### src/rtl/opb_s2p_pkg.sv
// Shared constants and types for the Simulink-to-PPC snapshot register.
// Register word indices, status/control bit positions and handshake FSM states.
package opb_s2p_pkg;

    localparam int unsigned IDX_W = 6;

    localparam logic [IDX_W-1:0] IDX_DATA   = 6'd0;
    localparam logic [IDX_W-1:0] IDX_STATUS = 6'd1;
    localparam logic [IDX_W-1:0] IDX_CTRL   = 6'd2;

    localparam int unsigned NEW_BIT     = 0;
    localparam int unsigned OVR_BIT     = 1;
    localparam int unsigned OVR_CNT_LSB = 8;
    localparam int unsigned OVR_CNT_MSB = 15;
    localparam int unsigned FREEZE_BIT  = 0;

    typedef enum logic [1:0] {
        IDLE,
        ACK,
        HOLD
    } state_t;

endpackage

### src/rtl/opb_slave_ack_fsm.sv
// OPB address decode and IDLE/ACK/HOLD handshake.
// Registers the request on a hit and issues a single one-cycle ack per select.
module opb_slave_ack_fsm
    import opb_s2p_pkg::*;
#(
    parameter logic [31:0] BASE_ADDR = 32'h01112200,
    parameter logic [31:0] HIGH_ADDR = 32'h011122FF
) (
    input  logic             clk,
    input  logic             rst_n,
    input  logic [31:0]      addr,
    input  logic [31:0]      wdata_in,
    input  logic             rnw_in,
    input  logic             select,
    output logic             start,
    output logic [IDX_W-1:0] start_idx,
    output logic             ack,
    output logic [IDX_W-1:0] idx,
    output logic             rnw,
    output logic [31:0]      wdata
);

    state_t           state_q, state_d;
    logic [IDX_W-1:0] idx_q;
    logic             rnw_q;
    logic [31:0]      wdata_q;
    logic [31:0]      offset;
    logic             hit;
    logic             unused_offset;

    assign offset        = addr - BASE_ADDR;
    assign hit           = select && (addr >= BASE_ADDR) && (addr <= HIGH_ADDR);
    assign start         = (state_q == IDLE) && hit;
    assign start_idx     = offset[7:2];
    assign unused_offset = ^{offset[31:8], offset[1:0]};

    always_comb begin
        state_d = state_q;
        unique case (state_q)
            IDLE:    if (hit) state_d = ACK;
            ACK:     state_d = HOLD;
            // Stay parked until the master drops select so a long select gets one ack.
            HOLD:    if (!select) state_d = IDLE;
            default: state_d = IDLE;
        endcase
    end

    always_ff @(posedge clk or negedge rst_n) begin
        if (!rst_n) begin
            state_q <= IDLE;
            idx_q   <= '0;
            rnw_q   <= 1'b0;
            wdata_q <= '0;
        end else begin
            state_q <= state_d;
            if (start) begin
                idx_q   <= start_idx;
                rnw_q   <= rnw_in;
                wdata_q <= wdata_in;
            end
        end
    end

    assign ack   = (state_q == ACK);
    assign idx   = idx_q;
    assign rnw   = rnw_q;
    assign wdata = wdata_q;

endmodule

### src/rtl/opb_register_simulink2ppc_snap.sv
// OPB slave presenting a word captured from fabric logic to the PowerPC,
// with new/overrun status and a freeze control that blocks further captures.
module opb_register_simulink2ppc_snap
    import opb_s2p_pkg::*;
#(
    parameter logic [31:0] C_BASEADDR   = 32'h01112200,
    parameter logic [31:0] C_HIGHADDR   = 32'h011122FF,
    parameter int          C_OPB_AWIDTH = 32,
    parameter int          C_OPB_DWIDTH = 32,
    parameter string       C_FAMILY     = "virtex6"
) (
    input  logic                    OPB_Clk,
    input  logic                    OPB_Rst,
    input  logic [0:C_OPB_AWIDTH-1] OPB_ABus,
    input  logic [0:3]              OPB_BE,
    input  logic [0:C_OPB_DWIDTH-1] OPB_DBus,
    input  logic                    OPB_RNW,
    input  logic                    OPB_select,
    input  logic                    OPB_seqAddr,
    output logic [0:C_OPB_DWIDTH-1] Sl_DBus,
    output logic                    Sl_xferAck,
    output logic                    Sl_errAck,
    output logic                    Sl_retry,
    output logic                    Sl_toutSup,
    input  logic [31:0]             user_data_in,
    input  logic                    user_valid,
    output logic                    user_freeze
);

    logic [31:0]      abus, dbus_in;
    logic             start, ack, rnw;
    logic [IDX_W-1:0] start_idx, idx;
    logic [31:0]      wdata;

    logic [31:0] data_q, data_d;
    logic        new_q, new_d;
    logic        ovr_q, ovr_d;
    logic [7:0]  ovr_cnt_q, ovr_cnt_d;
    logic        freeze_q, freeze_d;
    logic [31:0] rdata_q, rdata_d;

    logic capture, clr_new, overrun, clr_ovr, wr_ctrl;
    logic unused_ok;

    // Bus bit 0 is the MSB, so a plain vector copy gives value bit n = bus bit [31-n].
    assign abus      = OPB_ABus;
    assign dbus_in   = OPB_DBus;
    assign unused_ok = ^{OPB_BE, OPB_seqAddr, wdata};

    opb_slave_ack_fsm #(
        .BASE_ADDR (C_BASEADDR),
        .HIGH_ADDR (C_HIGHADDR)
    ) u_fsm (
        .clk       (OPB_Clk),
        .rst_n     (OPB_Rst),
        .addr      (abus),
        .wdata_in  (dbus_in),
        .rnw_in    (OPB_RNW),
        .select    (OPB_select),
        .start     (start),
        .start_idx (start_idx),
        .ack       (ack),
        .idx       (idx),
        .rnw       (rnw),
        .wdata     (wdata)
    );

    assign capture = user_valid && !freeze_q;
    assign clr_new = ack && rnw && (idx == IDX_DATA);
    assign overrun = capture && new_q && !clr_new;
    assign clr_ovr = ack && !rnw && (idx == IDX_STATUS) && wdata[OVR_BIT];
    assign wr_ctrl = ack && !rnw && (idx == IDX_CTRL);

    always_comb begin
        data_d    = data_q;
        new_d     = new_q;
        ovr_d     = ovr_q;
        ovr_cnt_d = ovr_cnt_q;
        freeze_d  = freeze_q;

        if (capture) begin
            data_d = user_data_in;
            new_d  = 1'b1;
        end else if (clr_new) begin
            new_d = 1'b0;
        end

        // A clear that coincides with an overrun leaves exactly that one overrun recorded.
        if (clr_ovr) begin
            ovr_d     = overrun;
            ovr_cnt_d = overrun ? 8'd1 : 8'd0;
        end else if (overrun) begin
            ovr_d = 1'b1;
            if (ovr_cnt_q != 8'hFF) ovr_cnt_d = ovr_cnt_q + 8'd1;
        end

        if (wr_ctrl) freeze_d = wdata[FREEZE_BIT];
    end

    // Read data is snapshotted as the FSM enters ACK.
    always_comb begin
        rdata_d = '0;
        unique case (start_idx)
            IDX_DATA: rdata_d = data_q;
            IDX_STATUS: begin
                rdata_d[NEW_BIT]                 = new_q;
                rdata_d[OVR_BIT]                 = ovr_q;
                rdata_d[OVR_CNT_MSB:OVR_CNT_LSB] = ovr_cnt_q;
            end
            IDX_CTRL: rdata_d[FREEZE_BIT] = freeze_q;
            default:  rdata_d = '0;
        endcase
    end

    always_ff @(posedge OPB_Clk or negedge OPB_Rst) begin
        if (!OPB_Rst) begin
            data_q    <= '0;
            new_q     <= 1'b0;
            ovr_q     <= 1'b0;
            ovr_cnt_q <= '0;
            freeze_q  <= 1'b0;
            rdata_q   <= '0;
        end else begin
            data_q    <= data_d;
            new_q     <= new_d;
            ovr_q     <= ovr_d;
            ovr_cnt_q <= ovr_cnt_d;
            freeze_q  <= freeze_d;
            if (start) rdata_q <= rdata_d;
        end
    end

    assign Sl_DBus     = (ack && rnw) ? rdata_q : '0;
    assign Sl_xferAck  = ack;
    assign Sl_errAck   = 1'b0;
    assign Sl_retry    = 1'b0;
    assign Sl_toutSup  = 1'b0;
    assign user_freeze = freeze_q;

endmodule

### config.mk
export PLATFORM = sky130hd
export DESIGN_NAME = opb_register_simulink2ppc_snap
export DESIGN_NICKNAME = d
export VERILOG_FILES = /design/src/rtl/opb_s2p_pkg.sv /design/src/rtl/opb_slave_ack_fsm.sv /design/src/rtl/opb_register_simulink2ppc_snap.sv
export SDC_FILE = /design/constraint.sdc
export NUM_CORES = 1
export LEC_CHECK = 0
export BUFFER_PORTS_ARGS = -buffer_cell sky130_fd_sc_hd__buf_2
export CAP_MARGIN = 15
export CORE_MARGIN = 5
export CORE_UTILIZATION = 45
export DETAILED_ROUTE_END_ITERATION = 10
export PLACE_DENSITY = 0.76
export SLEW_MARGIN = 15
export SYNTH_ARGS = -nofsm -noshare
export SYNTH_HDL_FRONTEND = slang
export SYNTH_SLANG_ARGS = --single-unit
### constraint.sdc
create_clock -name OPB_Clk -period 2.05 [get_ports OPB_Clk]
set_input_delay 0.3075 -clock OPB_Clk [delete_from_list [all_inputs] [get_ports OPB_Clk]]
set_output_delay 0.3075 -clock OPB_Clk [all_outputs]
set_load 0.01 [all_outputs]
Word-level counts from Yosys, hierarchy flattened
Cells that the tools add are included.
{"block": "classes", "reduce_logical": 23, "n_addsub": 2, "mux": 17, "n_eq_ne": 9, "magnitude_cmp": 2}
{"op": ">= comparator 32 x 25 -> 1 bit (second input constant)", "count": 1}
{"op": "<= comparator 32 x 25 -> 1 bit (second input constant)", "count": 1}
{"op": "two-way mux 32 bit", "count": 1}
{"op": "two-way mux 8 bit", "count": 3}
{"op": "two-way mux 16 bit", "count": 1}
{"op": "case mux 8 bit (2 select lines)", "count": 1}
{"op": "equality test 6 x 1 -> 1 bit (second input constant)", "count": 2}
{"op": "equality test 6 x 2 -> 1 bit (second input constant)", "count": 2}
{"op": "logical AND 1 bit", "count": 12}
{"op": "zero test 6 bit", "count": 2}
{"op": "adder 8 x 1 -> 8 bit (second input constant)", "count": 1}
{"op": "inequality test 8 bit (second input constant)", "count": 1}
{"op": "subtractor 8 x 1 -> 8 bit (second input constant)", "count": 1}
{"op": "two-way mux 6 bit", "count": 1}
{"op": "case mux 2 bit (3 select lines)", "count": 1}
{"op": "nonzero test 2 bit", "count": 3}
{"op": "two-way mux 1 bit", "count": 5}
{"op": "two-way mux 2 bit", "count": 2}
{"op": "AND reduction 2 bit", "count": 2}
{"op": "zero test 1 bit", "count": 3}
{"op": "case mux 1 bit (3 select lines)", "count": 1}
{"op": "equality test 2 x 1 -> 1 bit (second input constant)", "count": 1}
{"op": "equality test 2 bit (second input constant)", "count": 1}
{"op": "zero test 2 bit", "count": 1}
{"op": "other kinds (3)", "count": 3}
{"block": "word_totals", "regBits": 86, "inputBits": 106, "word_cells": 63, "out_inout_bits": 37}

Depth between registers and ports, before layout
Gate-level depths: netlist of run 1.
{"block": "depth", "word_depth": 7, "ltp_mapped": 6, "depth_no_buf": 5}

By module
Synthesis of run 1 repeated with hierarchy kept, for this count alone.
{"block": "hier_totals", "hier_cells": 373, "hier_area_um2": 5067.4}
{"module": "opb_register_simulink2ppc_snap", "n_inst": 1, "area_each_um2": 3316.9, "seq_area_each_um2": 1876.8, "cells_each": 260}
{"module": "opb_slave_ack_fsm", "n_inst": 1, "area_each_um2": 1750.4, "seq_area_each_um2": 1026.0, "cells_each": 113}

Least setup slack after synthesis of run 1
Ideal clock, no wire load.
{"block": "synth_path", "kind": "flip-flop to flip-flop", "from": "register u_fsm.state_q[1]", "to": "register rdata_q[10]", "setup_time_ps": 127, "n_path_buf": 1, "stages_incl_launch_ff": 5, "setup_slack_ps": 156, "period_less_slack_ps": 1894, "required_ps": 1923, "arrival_time_ps": 1766, "cell_sequence": "dfrtp_1 -> or4_1 -> nor3_4 -> buf_6 -> mux2_1"}
{"block": "synth_between", "elab_chain_cells": 2}
{"element": "start: declaration", "line": "opb_slave_ack_fsm.sv:23", "source": "state_t state_q, state_d;"}
{"element": "start signal: assignment", "line": "opb_slave_ack_fsm.sv:55", "source": "state_q <= state_d;"}
{"element": "zero test 2 bit", "line": "opb_slave_ack_fsm.sv:33", "source": "assign start = (state_q == IDLE) && hit;"}
{"element": "logical AND 1 bit", "line": "opb_slave_ack_fsm.sv:33"}
{"element": "end signal: assignment", "line": "opb_register_simulink2ppc_snap.sv:129", "source": "if (start) rdata_q <= rdata_d;"}
{"element": "end: declaration", "line": "opb_register_simulink2ppc_snap.sv:40", "source": "logic [31:0] rdata_q, rdata_d;"}
Every way passes these cells.
A chain may end at the register's enable or synchronous reset.

Final worst setup path of run 1
{"block": "layout_path", "from": "register u_fsm.state_q[1]", "to": "register rdata_q[14]"}
Same word-level chain as after synthesis.

==> results of run 1 <==
## flip-flops by register name (all words and copies together), names as in the netlist
register	flops
u_fsm.wdata	2
u_fsm.state_q	2
ovr_q	1
rdata_q	32
u_fsm.rnw	1
user_freeze	1
u_fsm.idx	6
ovr_cnt_q	8
new_q	1
data_q	32
## logic make-up after synthesis
family,share of synthesized area (%)
compound gates,3.10
fa+ha+maj,0.310
buf+inv,5.33
flops,53.3
mux,22.9
other cells,0.0928
simple gates,15.0
## area by class of cell
cell class,instances,area (um2)
Tap cell,108,135
Fill cell,760,3760
Inverter,25,93.8
Multi-Input combinational cell,221,1700
Timing Repair Buffer,115,676
Sequential cell,86,2150
Clock buffer,11,141
Clock inverter,5,58.8
## synthesized netlist by cell type
cell type	number	area (um2)
a211oi_1	1	7.51
or4_1	6	45.0
o21ai_0	1	5.00
o41ai_4	1	27.5
buf_6	2	22.5
or4_4	1	11.3
and3b_1	2	17.5
o31ai_1	4	30.0
and3_1	10	62.6
nand4_1	2	12.5
nor4_1	4	25.0
nand3b_1	3	22.5
nor4b_1	6	52.6
buf_4	6	45.0
ha_1	1	12.5
mux2i_1	35	350
nor3_4	1	16.3
nand2b_1	4	25.0
buf_2	1	5.00
buf_1	1	3.75
o211a_1	2	20.0
nor2_1	32	120
inv_1	25	93.8
clkbuf_1	12	45.0
dfrtp_1	86	2150
mux2_1	6	67.6
a21oi_1	4	20.0
nand3_1	4	20.0
nand4b_1	1	8.76
nor3_1	3	15.0
conb_1	1	3.75
nand2_1	33	124
nor2b_1	2	12.5
a21o_1	1	7.51
o211ai_1	1	7.51
nor3b_1	2	15.0
mux2_2	45	507
## power groups by stage
stage	registers, mW	logic (mW)	clock network, mW
after floorplan	1.93	0.249	0
after detailed placement	1.97	0.394	0
after global routing	1.95	0.447	1.30
after CTS	1.93	0.396	1.23
after global placement	1.96	0.375	0
final	1.93	0.395	1.20
## path summary, 6_finish.rpt
check | start | end | depth (start not counted)
hold reg to reg | rdata_q[1] | rdata_q[1] | 1
setup / recovery | u_fsm.state_q[1] | rdata_q[14] | 4
setup reg to reg | u_fsm.state_q[1] | rdata_q[14] | 4
max in group asynchronous | OPB_Rst | data_q[8] | 3
hold / removal | OPB_DBus[31] | u_fsm.wdata[0] | 2
min in group asynchronous | OPB_Rst | u_fsm.idx[5] | 2
## stage by stage
step	util (%)	power (mW)
floorplan	-	2.18
detailed placement	54.2	2.36
finish	56.9	3.53
global route	56.9	3.70
CTS	56.6	3.56
global placement	54.2	2.33
## per-layer routing
| layer | share of wire, % | routed length [um] | up-vias |
|---|---|---|---|
| li1 | - | - | 1408 |
| met1 | 46 | 4190 | 1460 |
| met2 | 46 | 4200 | 80 |
| met3 | 6.0 | 547 | 11 |
| met4 | 1.8 | 162 | 0 |
| met5 | 0 | 0 | - |
## repair_timing
| action | CTS | global route |
|---|---|---|
| endpoints found under the hold margin | 34 | 0 |
| hold buffers | 1 | 0 |
| gates resized for setup | 1 | 2 |
| buffers inserted | 0 | 2 |
| setup endpoints to repair | 6 | 17 |
| pin swaps | 0 | 0 |
==> results.txt, run 1 <==
- Hold slack final: 0.178 ns
- Cells with a size suffix above 1 make up 39.3% of the layout.
- Kind of end point of the critical path: flip-flop
- Flip-flop and latch count after synthesis: 86
- The pre-antenna-repair detailed-routing pass consisted of 4 iterations.
- Avg Cell Area, Syn: 11.5 um2
- Slowest Stage Delay on Critical Path: 0.57 ns
* Die Height: 105 um
- In this run the power spent charging and discharging nets is 0.901 mW.
- Prior to clock tree synthesis, the placed netlist has a worst setup slack of 0.0607 ns.
- The critical path is of the reg2reg type.
- The final number of hold-violating endpoints is 0.
* Via-to-Cell Ratio: 5.18
- Setup TNS: 0 ns
* Outcome: finished, final reports clean
- At the worst endpoint, the arrival time is 2.19 ns.
* CP max FO: 28
- Setup skew after layout: 0.00950 ns
* Crit path max-delay cell type: or4_4
- Final layout net count: 565
* Global routing usage on met3: 4.32%
* Synthesized instance count: 352
* Pwr per Cell Area: 711 mW/mm2
- In this run the remaining antenna-violating nets after routing total 0.
- Clock period minus final worst setup slack: 1.95 ns
* Global-route wire length before repair: 15.4 mm
- Met1 track demand over resource in global routing: 23.1%
- The number of buffers and inverters on the critical path is 1.
- Placed inst area: 0.00472 mm2
- Clock network fraction of design power: 34.0%
* Worst setup slack for register-to-register paths: 0.1 ns
- Crit-path leading delay family: simple AND/OR/NAND/NOR gates
- Setup repair after global routing left no endpoint under its margin.
- The core region is 0.00872 mm2.
* Highest-count cells in the layout ignoring fill and taps: buf_2, dfrtp_1, mux2_2
- Clock Latency Late Sink: 0.36 ns
- Setup slack closes at 0.0986 ns.
* Worst Path Required: 2.29 ns
- With fillers left out, the area of the finished cells amounts to 0.00496 mm2.
* Num rows: 34
- Detail-routed net length per standard cell: 15.9 um
- STA classifies the critical path startpoint as a flip-flop.
* Slew at the pin closest to its max-slew limit: 0.622 ns
- Clock slew at the register clock pins of the worst setup and hold paths: 0.08 ns
- Clock tree from TritonCTS: done
* Largest net degree at the start of global routing: 53
* Layout area overhead: 22.8%
* Reg power frac: 54.8%
* Setup-failing EPs final: 0
- The floorplan step defined a die boundary enclosing 0.0110 mm2.
- The tree is rooted in a clkbuf_8.
- The initial utilization of the core area, before any placement, comes to 46.3%.
- Measured against its own limit, the worst slew margin works out to 58.2%.
- Die X: 105 um
* Sequential cell area fraction in the yosys report: 53.3%
- Cell count after placement: 552
* Antenna violations before repair: 0
- Residual DRC count: 0
* Most common cell after layout, fill and taps aside: buf_2
- Worst min-delay path category: in2reg
- The number of antenna diodes in the final layout is 0.
- Yosys warnings: 0
- For this block, the via count after detailed routing is 2959.
- Number of clock sinks: 86
- After global routing, the most crowded layer is met2.
- Static timing analysis puts the maximum clock frequency at 512 MHz.
* Met2 layer usage reported by global route: 27.1%
- Final non-filler cell total: 571
- Max rail drop VDD: 0.000418 V
- Count of pins on the block boundary: 143
- The final count of pins violating max slew is 0.
* Cell area after synthesis: 0.00404 mm2
* Routed Wire Length: 9.10 mm
- Summed over all layers, the global routing overflow is 0.
* Relative contribution of combinational cells to total power: 11.2%
- Port buffering added 102 buffers.
- In this run switching power makes up 25.5% of total power.
* Number of max-cap violations: 0
- Routability-driven placement finished with a final weighted congestion of 0.777.
- Total CTS buffers: 9
- Final worst-path cycle share: 95.2%
- The number of global-route vias before repair came to 3163.
- Cell leakage power: 2.52 nW
* Post-synth cell types: 37
- Summed over all nets, the half-perimeter wirelength after detailed placement is 6.47 mm.
- Clk buf depth: 2
* Internal: 2.63 mW
* Critical-path cell list: or4_4 > nor3_4 > buf_12 > mux2_2
- CTS built an H-tree with a depth of 3.
* Tot GR Track Use: 17.3%
- Initial drt markers: 190
(Power assumes the default switching activity.)
==> inputs of run 2 (changes only) <==
--- a/config.mk
+++ b/config.mk
@@ -8,9 +8,9 @@
 export BUFFER_PORTS_ARGS = -buffer_cell sky130_fd_sc_hd__buf_2
 export CAP_MARGIN = 15
 export CORE_MARGIN = 5
-export CORE_UTILIZATION = 45
+export CORE_UTILIZATION = 50
 export DETAILED_ROUTE_END_ITERATION = 10
-export PLACE_DENSITY = 0.76
+export PLACE_DENSITY = 0.8
 export SLEW_MARGIN = 15
 export SYNTH_ARGS = -nofsm -noshare
 export SYNTH_HDL_FRONTEND = slang
==> constraint.sdc (replaced) <==
create_clock -name OPB_Clk -period 1.96 [get_ports OPB_Clk]
set_input_delay 0.294 -clock OPB_Clk [delete_from_list [all_inputs] [get_ports OPB_Clk]]
set_output_delay 0.294 -clock OPB_Clk [all_outputs]
set_load 0.01 [all_outputs]
==> run 2 against run 1 <==
  * Largest power group unchanged
  * Clock power grew 7%
  * Sequential share of layout area is 1.2 points lower
  * Non-clock buffer count up 8
  * Highest routed layer unchanged
==> results.txt, run 2 (synthesis gave the netlist of run 1 again) <==
* Detail-routed net length per standard cell: 16.2 um (was 15.9 um)
- Residual DRC count: 0 (unchanged)
* Clk buf depth: 2 (unchanged)
* Initial cell density of the core: 51.7% (was 46.3%)
* Routability congestion estimate from global placement: 0.837 (was 0.777)
- The post-DP HPWL is 6.39 mm (was 6.47 mm).
- Die Outline Area: 0.00998 mm2 (was 0.0110 mm2)
- The transition time of the tightest slew-check pin is 0.611 ns (was 0.622 ns).
* Largest registers: data_q (32), rdata_q (32), ovr_cnt_q (8) (unchanged)
* Setup skew after layout: 0.0129 ns (was 0.00950 ns)
- Hold path depth: 2 (unchanged)
- Count of pins on the block boundary: 143 (unchanged)
- The nature of the critical path endpoint is a flip-flop (unchanged).
* Quantity of I/O buffers inserted on ports: 102 (unchanged)
- Final worst-path cycle share: 99.3% (was 95.2%)
- Grt ovf: 0 (unchanged)
- Total CTS buffers: 9 (unchanged)
* Clock tree from TritonCTS: done (unchanged)
- The number of cells traversed by the worst register-to-register path was 5 (was 4).
- Hold slack final: 0.173 ns (was 0.178 ns)
- The global router's overall resource usage was 18.6% (was 17.3%).
* WP depth: 5 (was 4)
- Worst min-delay path category: in2reg (unchanged)
* Setup TNS: 0 ns (unchanged)
- The number of global-route vias before repair is 3135 (was 3163).
- CP max FO: 11 (was 28)
- The number of iterations in the first detailed-routing pass is 4 (unchanged).
* WL met3: 743 um (was 547 um)
* Die X: 99.9 um (was 105 um)
- Highest-count cells in the layout ignoring fill and taps: buf_2, dfrtp_1, mux2_2 (unchanged)
* Launch point of the worst reg-to-reg path: u_fsm.state_q[1] (unchanged)
- Crit path max-delay cell type: or4_4 (unchanged)
- The power density relative to cell area came to 730 mW/mm2 (was 711 mW/mm2).
* Share of post-route cells with drive strength above 1: 40.1% (was 39.3%)
- Outcome: finished, final reports clean (unchanged)
- The number of sinks handled by clock tree synthesis was 86 (unchanged).
- The instance area at placement is 0.00475 mm2 (was 0.00472 mm2).
- The H-tree level count is 3 (unchanged).
* Worst Path Required: 2.18 ns (was 2.29 ns)
- The placeable core region is 0.00781 mm2 (was 0.00872 mm2).
* Crit-path leading delay family: simple AND/OR/NAND/NOR gates (unchanged)
- Clock slew at the register clock pins of the worst setup and hold paths: 0.09 ns (was 0.08 ns)
- Cell leakage power: 2.60 nW (was 2.52 nW)
* Global-route wire length before repair: 14.7 mm (was 15.4 mm)
- Largest net degree at the start of global routing: 54 (was 53)
- The critical path buffer and inverter count was 2 (was 1).
- Filler cell count: 625 (was 760)
- Number of max-cap violations: 0 (unchanged)
- The number of antenna cells inserted is 0 (unchanged).
- The vertical die dimension was 99.9 um (was 105 um).
- Met1 layer wirelength in the final routing: 3.89 mm (was 4.19 mm)
* Capturing point of the worst reg2reg path: rdata_q[8] (was rdata_q[14])
- The clock insertion delay at the later pin of the skew report is 0.34 ns (was 0.36 ns).
- Final count of hold timing violations: 0 (unchanged)
* HP Start: OPB_DBus[31] (unchanged)
* Via-to-Cell Ratio: 5.28 (was 5.18)
- The number of nets at the end of the flow came to 573 (was 565).
- Most common cell after layout, fill and taps aside: buf_2 (unchanged)
- The shortest clock period the worst path allows after layout came to 1.95 ns (about the same).
* Peak clock frequency supported by timing: 514 MHz (was 512 MHz)
- The minimum setup slack among reg-to-reg paths is 0.01 ns (was 0.1 ns).
- The stage delay of the slowest cell on the critical path was 0.55 ns (was 0.57 ns).
- Kind of launch point of the worst setup path: flip-flop (unchanged)
- The layout overhead on the synthesized area came to 26.3% (was 22.8%).
* Post-layout power: 3.72 mW (was 3.53 mW)
- The number of antenna violations at the first check in global routing came to 0 (unchanged).
- The final number of setup-violating endpoints was 0 (unchanged).
* Total number of vias: 3024 (was 2959)
- The number of DRC markers in iteration 0 is 102 (was 190).
* Final antenna-violating net count: 0 (unchanged)
- Max-slew violation total from the final report: 0 (unchanged)
- Routed wl met2: 4.46 mm (was 4.20 mm)
- The worst setup path category was reg2reg (unchanged).
- Routed Wire Length: 9.29 mm (was 9.10 mm)
* Critical-path cell list: or4_4 > nor3_4 > buf_12 > clkbuf_16 > mux2_1 (was or4_4 > nor3_4 > buf_12 > mux2_2)
* Root Buffer: clkbuf_8 (unchanged)
* Worst max-slew margin expressed relative to the limit: 58.9% (was 58.2%)
- Worst Hold End: u_fsm.wdata[0] (unchanged)
* Max rail drop VDD: 0.000440 V (was 0.000418 V)
- Topmost layer with routed signal wires: met4 (unchanged)
- The data arrival time at the worst-slack endpoint came to 2.16 ns (was 2.19 ns).
* Num rows: 32 (was 34)
- The area of all placed cells without fillers was 0.00510 mm2 (was 0.00496 mm2).
-- run 2: cell count changes in the layout (fill, tap and decap cells not counted), sizes merged --
cell and change:
clkbuf +4, clkinvlp -1, buf +5
-- run 2: cell type report --
type                    instances  area, um2  area share, %
inverters                      25       93.8           1.84
repair buffers                123        816           16.0
well taps                     102        128           2.50
multi-input cells             221       1700           33.3
clock buffers                  12        155           3.04
flip-flops and latches         86       2150           42.2
clock inverters                 4       55.1           1.08
-- run 2: timing repair --
item | 4_1_cts | 5_1_grt
setup buffers | 0 | 2
hold endpoints to repair | 33 | 0
resized for setup | 1 | 4
cloned | 0 | 3
hold buffers | 1 | 0
pin swaps | 0 | 1
setup endpoints to repair | 7 | 46
-- run 2: worst reg2reg max path, stage by stage, from the launching register on --
cell and delay, ns:
dfrtp_1 0.41, or4_4 0.55, nor3_4 0.21, buf_12 0.15, clkbuf_16 0.16, mux2_1 0.34
-- run 2: worst max path at each step --
stage                startpoint        endpoint
2_1_floorplan  u_fsm.state_q[1]     rdata_q[10]
3_5_place_dp        OPB_ABus[0]     rdata_q[28]
3_3_place_gp        OPB_ABus[0]  u_fsm.wdata[1]
5_1_grt        u_fsm.state_q[1]     Sl_DBus[31]
4_1_cts        u_fsm.state_q[1]     Sl_DBus[26]
6_report       u_fsm.state_q[1]      rdata_q[8]
-- run 2: through the flow --
| step | cells | setup slack, ns | utilization [%] |
|---|---|---|---|
| 2_1_floorplan | 354 | 0.0665 | - |
| 3_3_place_gp | 551 | 0.0868 | 60.9 |
| 3_5_place_dp | 551 | 0.0473 | 60.9 |
| 4_1_cts | 568 | 0.00731 | 63.7 |
| 5_1_grt | 573 | -0.0256 | 65.3 |
| 6_report | 573 | 0.0133 | 65.3 |
-- run 2: power breakdown --
part           leakage, nW  switching, mW  internal (mW)
logic                 1.52          0.191          0.223
clock network        0.103          0.616          0.664
registers            0.979          0.127           1.90
total                 2.60          0.934           2.79
-- run 2: per-layer routing --
metal	global-route usage, %	vias to the layer above
met5	0	-
met4	7.56	0
met3	5.28	15
met2	30.5	106
met1	23.2	1474
li1	-	1429
==> inputs of run 3 (changes only) <==
--- a/config.mk
+++ b/config.mk
@@ -7,10 +7,12 @@
 export LEC_CHECK = 0
 export BUFFER_PORTS_ARGS = -buffer_cell sky130_fd_sc_hd__buf_2
 export CAP_MARGIN = 15
+export CELL_PAD_IN_SITES_DETAIL_PLACEMENT = 1
+export CELL_PAD_IN_SITES_GLOBAL_PLACEMENT = 1
 export CORE_MARGIN = 5
-export CORE_UTILIZATION = 50
+export CORE_UTILIZATION = 38
 export DETAILED_ROUTE_END_ITERATION = 10
-export PLACE_DENSITY = 0.8
+export PLACE_DENSITY_LB_ADDON = 0.1
 export SLEW_MARGIN = 15
 export SYNTH_ARGS = -nofsm -noshare
 export SYNTH_HDL_FRONTEND = slang
==> run 3 against run 2 <==
  * Clock skew down 0.0018 ns
  * Via count about the same
  * Sequential power about the same
  * Die area up 28%
  * Critical path type unchanged
  * Wire length up 13%
==> results.txt, run 3 (synthesis gave the netlist of run 1 again) <==
- The number of antenna cells inserted came to 0 (unchanged).
- Largest registers: data_q (32), rdata_q (32), ovr_cnt_q (8) (unchanged)
- The power density relative to cell area was 696 mW/mm2 (was 730 mW/mm2).
- The worst-path maximum fanout is 5 (was 11).
* Critical Path AT: 2.12 ns (was 2.16 ns)
- The post-detailed-route DRC marker count is 0 (unchanged).
* Most common cell after layout, fill and taps aside: buf_2 (unchanged)
* Final antenna-violating net count: 0 (unchanged)
- The final total power came to 3.62 mW (was 3.72 mW).
* Clock tree from TritonCTS: done (unchanged)
* Crit path max-delay cell type: or4_1 (was or4_4)
- Depth of the most critical reg-to-reg path: 5 (unchanged)
- Worst Path Required: 2.19 ns (was 2.18 ns)
- The effective utilization at floorplan is 39.1% (was 51.7%).
- The layout overhead on the synthesized area is 28.9% (was 26.3%).
- WL met3: 388 um (was 743 um)
* Topmost layer with routed signal wires: met4 (unchanged)
* Peak clock frequency supported by timing: 528 MHz (was 514 MHz)
- The instance area at placement came to 0.00482 mm2 (was 0.00475 mm2).
- The per-cell routed wire length came to 17.1 um (was 16.2 um).
* Setup Crit Path Kind: reg2reg (unchanged)
- Root Buffer: clkbuf_8 (unchanged)
- The number of iterations in the first detailed-routing pass was 4 (unchanged).
- The worst-case clock skew came to 0.0110 ns (was 0.0129 ns).
- The area of the multi-input gates is 0.00174 mm2 (was 0.00170 mm2).
* Number of clock sinks: 86 (unchanged)
- The worst-case vdd ir drop is 0.000421 V (was 0.000440 V).
* Filler cell count: 1164 (was 625)
* Kind of end point of the critical path: flip-flop (unchanged)
- Launch point of the worst reg-to-reg path: u_fsm.state_q[1] (unchanged)
- Clk buf depth: 2 (unchanged)
* Global-route wire length before repair: 16.6 mm (was 14.7 mm)
- The H-tree level count came to 3 (unchanged).
* Share of post-route cells with drive strength above 1: 41.4% (was 40.1%)
- Cell leakage power: 2.62 nW (was 2.60 nW)
- The core occupancy in the finished layout is 50.4% (was 65.3%).
- The number of antenna violations at the first check in global routing came to 0 (unchanged).
* Max-slew violation total from the final report: 0 (unchanged)
* Quantity of I/O buffers inserted on ports: 102 (unchanged)
* Via-to-Cell Ratio: 4.94 (was 5.28)
* Kind of launch point of the worst setup path: flip-flop (unchanged)
- Crit. Startpoint: u_fsm.state_q[1] (unchanged)
* Worst min-delay path category: in2reg (unchanged)
- Number of max-cap violations: 0 (unchanged)
- The aggregate global routing overflow came to 0 (unchanged).
* Met1 layer wirelength in the final routing: 4.68 mm (was 3.89 mm)
- The placeable core region was 0.0103 mm2 (was 0.00781 mm2).
- Final worst-path cycle share: 96.7% (was 99.3%)
- Clock slew at the register clock pins of the worst setup and hold paths: 0.09 ns (about the same)
- The row count is 37 (was 32).
* Clock Latency Late Sink: 0.34 ns (about the same)
- Worst setup slack for register-to-register paths: 0.06 ns (was 0.01 ns)
- Final layout net count: 578 (was 573)
- The pin count of the biggest net entering global routing came to 36 (was 54).
- The area of all placed cells without fillers came to 0.00521 mm2 (was 0.00510 mm2).
* Routability congestion estimate from global placement: 0.750 (was 0.837)
- The final number of hold-violating endpoints came to 0 (unchanged).
* Die Outline Area: 0.0128 mm2 (was 0.00998 mm2)
* Total number of vias: 3021 (was 3024)
* Capturing element of the worst setup path: u_fsm.wdata[0] (was rdata_q[8])
- WP depth: 5 (unchanged)
- Total CTS buffers: 9 (unchanged)
- The shortest clock period the worst path allows after layout came to 1.90 ns (was 1.95 ns).
- Routed Wire Length: 10.5 mm (was 9.29 mm)
- Number of buffer and inverter instances along the worst setup path: 2 (unchanged)
* Critical-path cell list: or4_1 > nor3_4 > buf_6 > clkbuf_16 > mux2_4 (was or4_4 > nor3_4 > buf_12 > clkbuf_16 > mux2_1)
- Setup-failing EPs final: 0 (unchanged)
* Count of pins on the block boundary: 143 (unchanged)
- The area used by sequential logic in the layout is 0.00215 mm2 (unchanged).
* Tot GR Track Use: 16.1% (was 18.6%)
- The vertical die dimension is 113 um (was 99.9 um).
* Post-DP HPWL: 7.13 mm (was 6.39 mm)
- Crit-path leading delay family: simple AND/OR/NAND/NOR gates (unchanged)
- The stage delay of the slowest cell on the critical path is 0.57 ns (was 0.55 ns).
- Capturing point of the worst reg2reg path: u_fsm.wdata[0] (was rdata_q[8])
* Hold slack final: 0.173 ns (about the same)
- Die X: 113 um (was 99.9 um)
- Routed wl met2: 5.33 mm (was 4.46 mm)
- Via count of the first global-routing pass: 3341 (was 3135)
* Initial drt markers: 55 (was 102)
- Outcome: finished, final reports clean (unchanged)
* Highest-count cells in the layout ignoring fill and taps: buf_2, dfrtp_1, mux2_2 (unchanged)
run 3: cell types whose count changed in the layout (fill, tap and decap cells not counted), moves of 2 or more:
cell    delta
mux2_1     -4
mux2_4    +10
buf_4      +2
mux2_2     -6
buf_6      +3
run 3: worst register-to-register path, delay by kind of cell, from the launching register on:
| family | cells | cell delay [ns] |
|---|---|---|
| and+or+nand+nor | 2 | 0.78 |
| muxes | 1 | 0.30 |
| DFF | 1 | 0.38 |
| buffers and inverters | 2 | 0.32 |
run 3: area by class of cell:
class / count / share of cell area [%]
sequential: 86 / 41.3
multi-input combinational: 221 / 33.3
timing repair buffer: 128 / 16.7
tap: 136 / 3.27
clock buffer: 12 / 2.98
inverter: 25 / 1.80
clock inverter: 4 / 0.577
run 3: metal layers:
layer / vias up / track usage [%]
met5: - / 0
met4: 0 / 3.69
li1: 1432 / -
met1: 1527 / 20.3
met2: 56 / 28.4
met3: 6 / 3.32
run 3: per-stage QoR:
stage / setup WS, ns / TNS (ns) / std cells
final: 0.0646 / 0 / 612
after global routing: -0.00788 / -0.0178 / 612
after CTS: 0.0629 / 0 / 606
after detailed placement: 0.0521 / 0 / 588
after global placement: 0.0958 / 0 / 588
after floorplan: 0.0665 / 0 / 354
run 3: worst min path at each step:
stage / endpoint / slack, ns / from / cells after the start
2_1_floorplan: data_q[0] / -0.002 / OPB_Rst / 0
3_5_place_dp: u_fsm.idx[3] / 0.27 / OPB_Rst / 1
3_3_place_gp: u_fsm.idx[3] / 0.27 / OPB_Rst / 1
6_report: data_q[18] / 0.17 / user_data_in[18] / 2
4_1_cts: data_q[30] / 0.16 / user_data_in[30] / 2
5_1_grt: data_q[30] / 0.15 / user_data_in[30] / 2
run 3: timing repair:
| action | 4_1_cts | 5_1_grt |
|---|---|---|
| buffers inserted | 1 | 1 |
| pin swaps | 0 | 3 |
| endpoints found under the setup margin | 12 | 5 |
| gates resized for setup | 2 | 14 |
| hold endpoints to repair | 29 | 0 |
| hold buffers | 1 | 0 |
| gates cloned | 0 | 5 |
run 3: report_power, final:
group | internal [mW] | total (mW) | switching [mW] | leakage, nW
sequential | 1.90 | 2.03 | 0.125 | 0.979
combinational | 0.226 | 0.421 | 0.195 | 1.55
clock | 0.536 | 1.18 | 0.640 | 0.0930
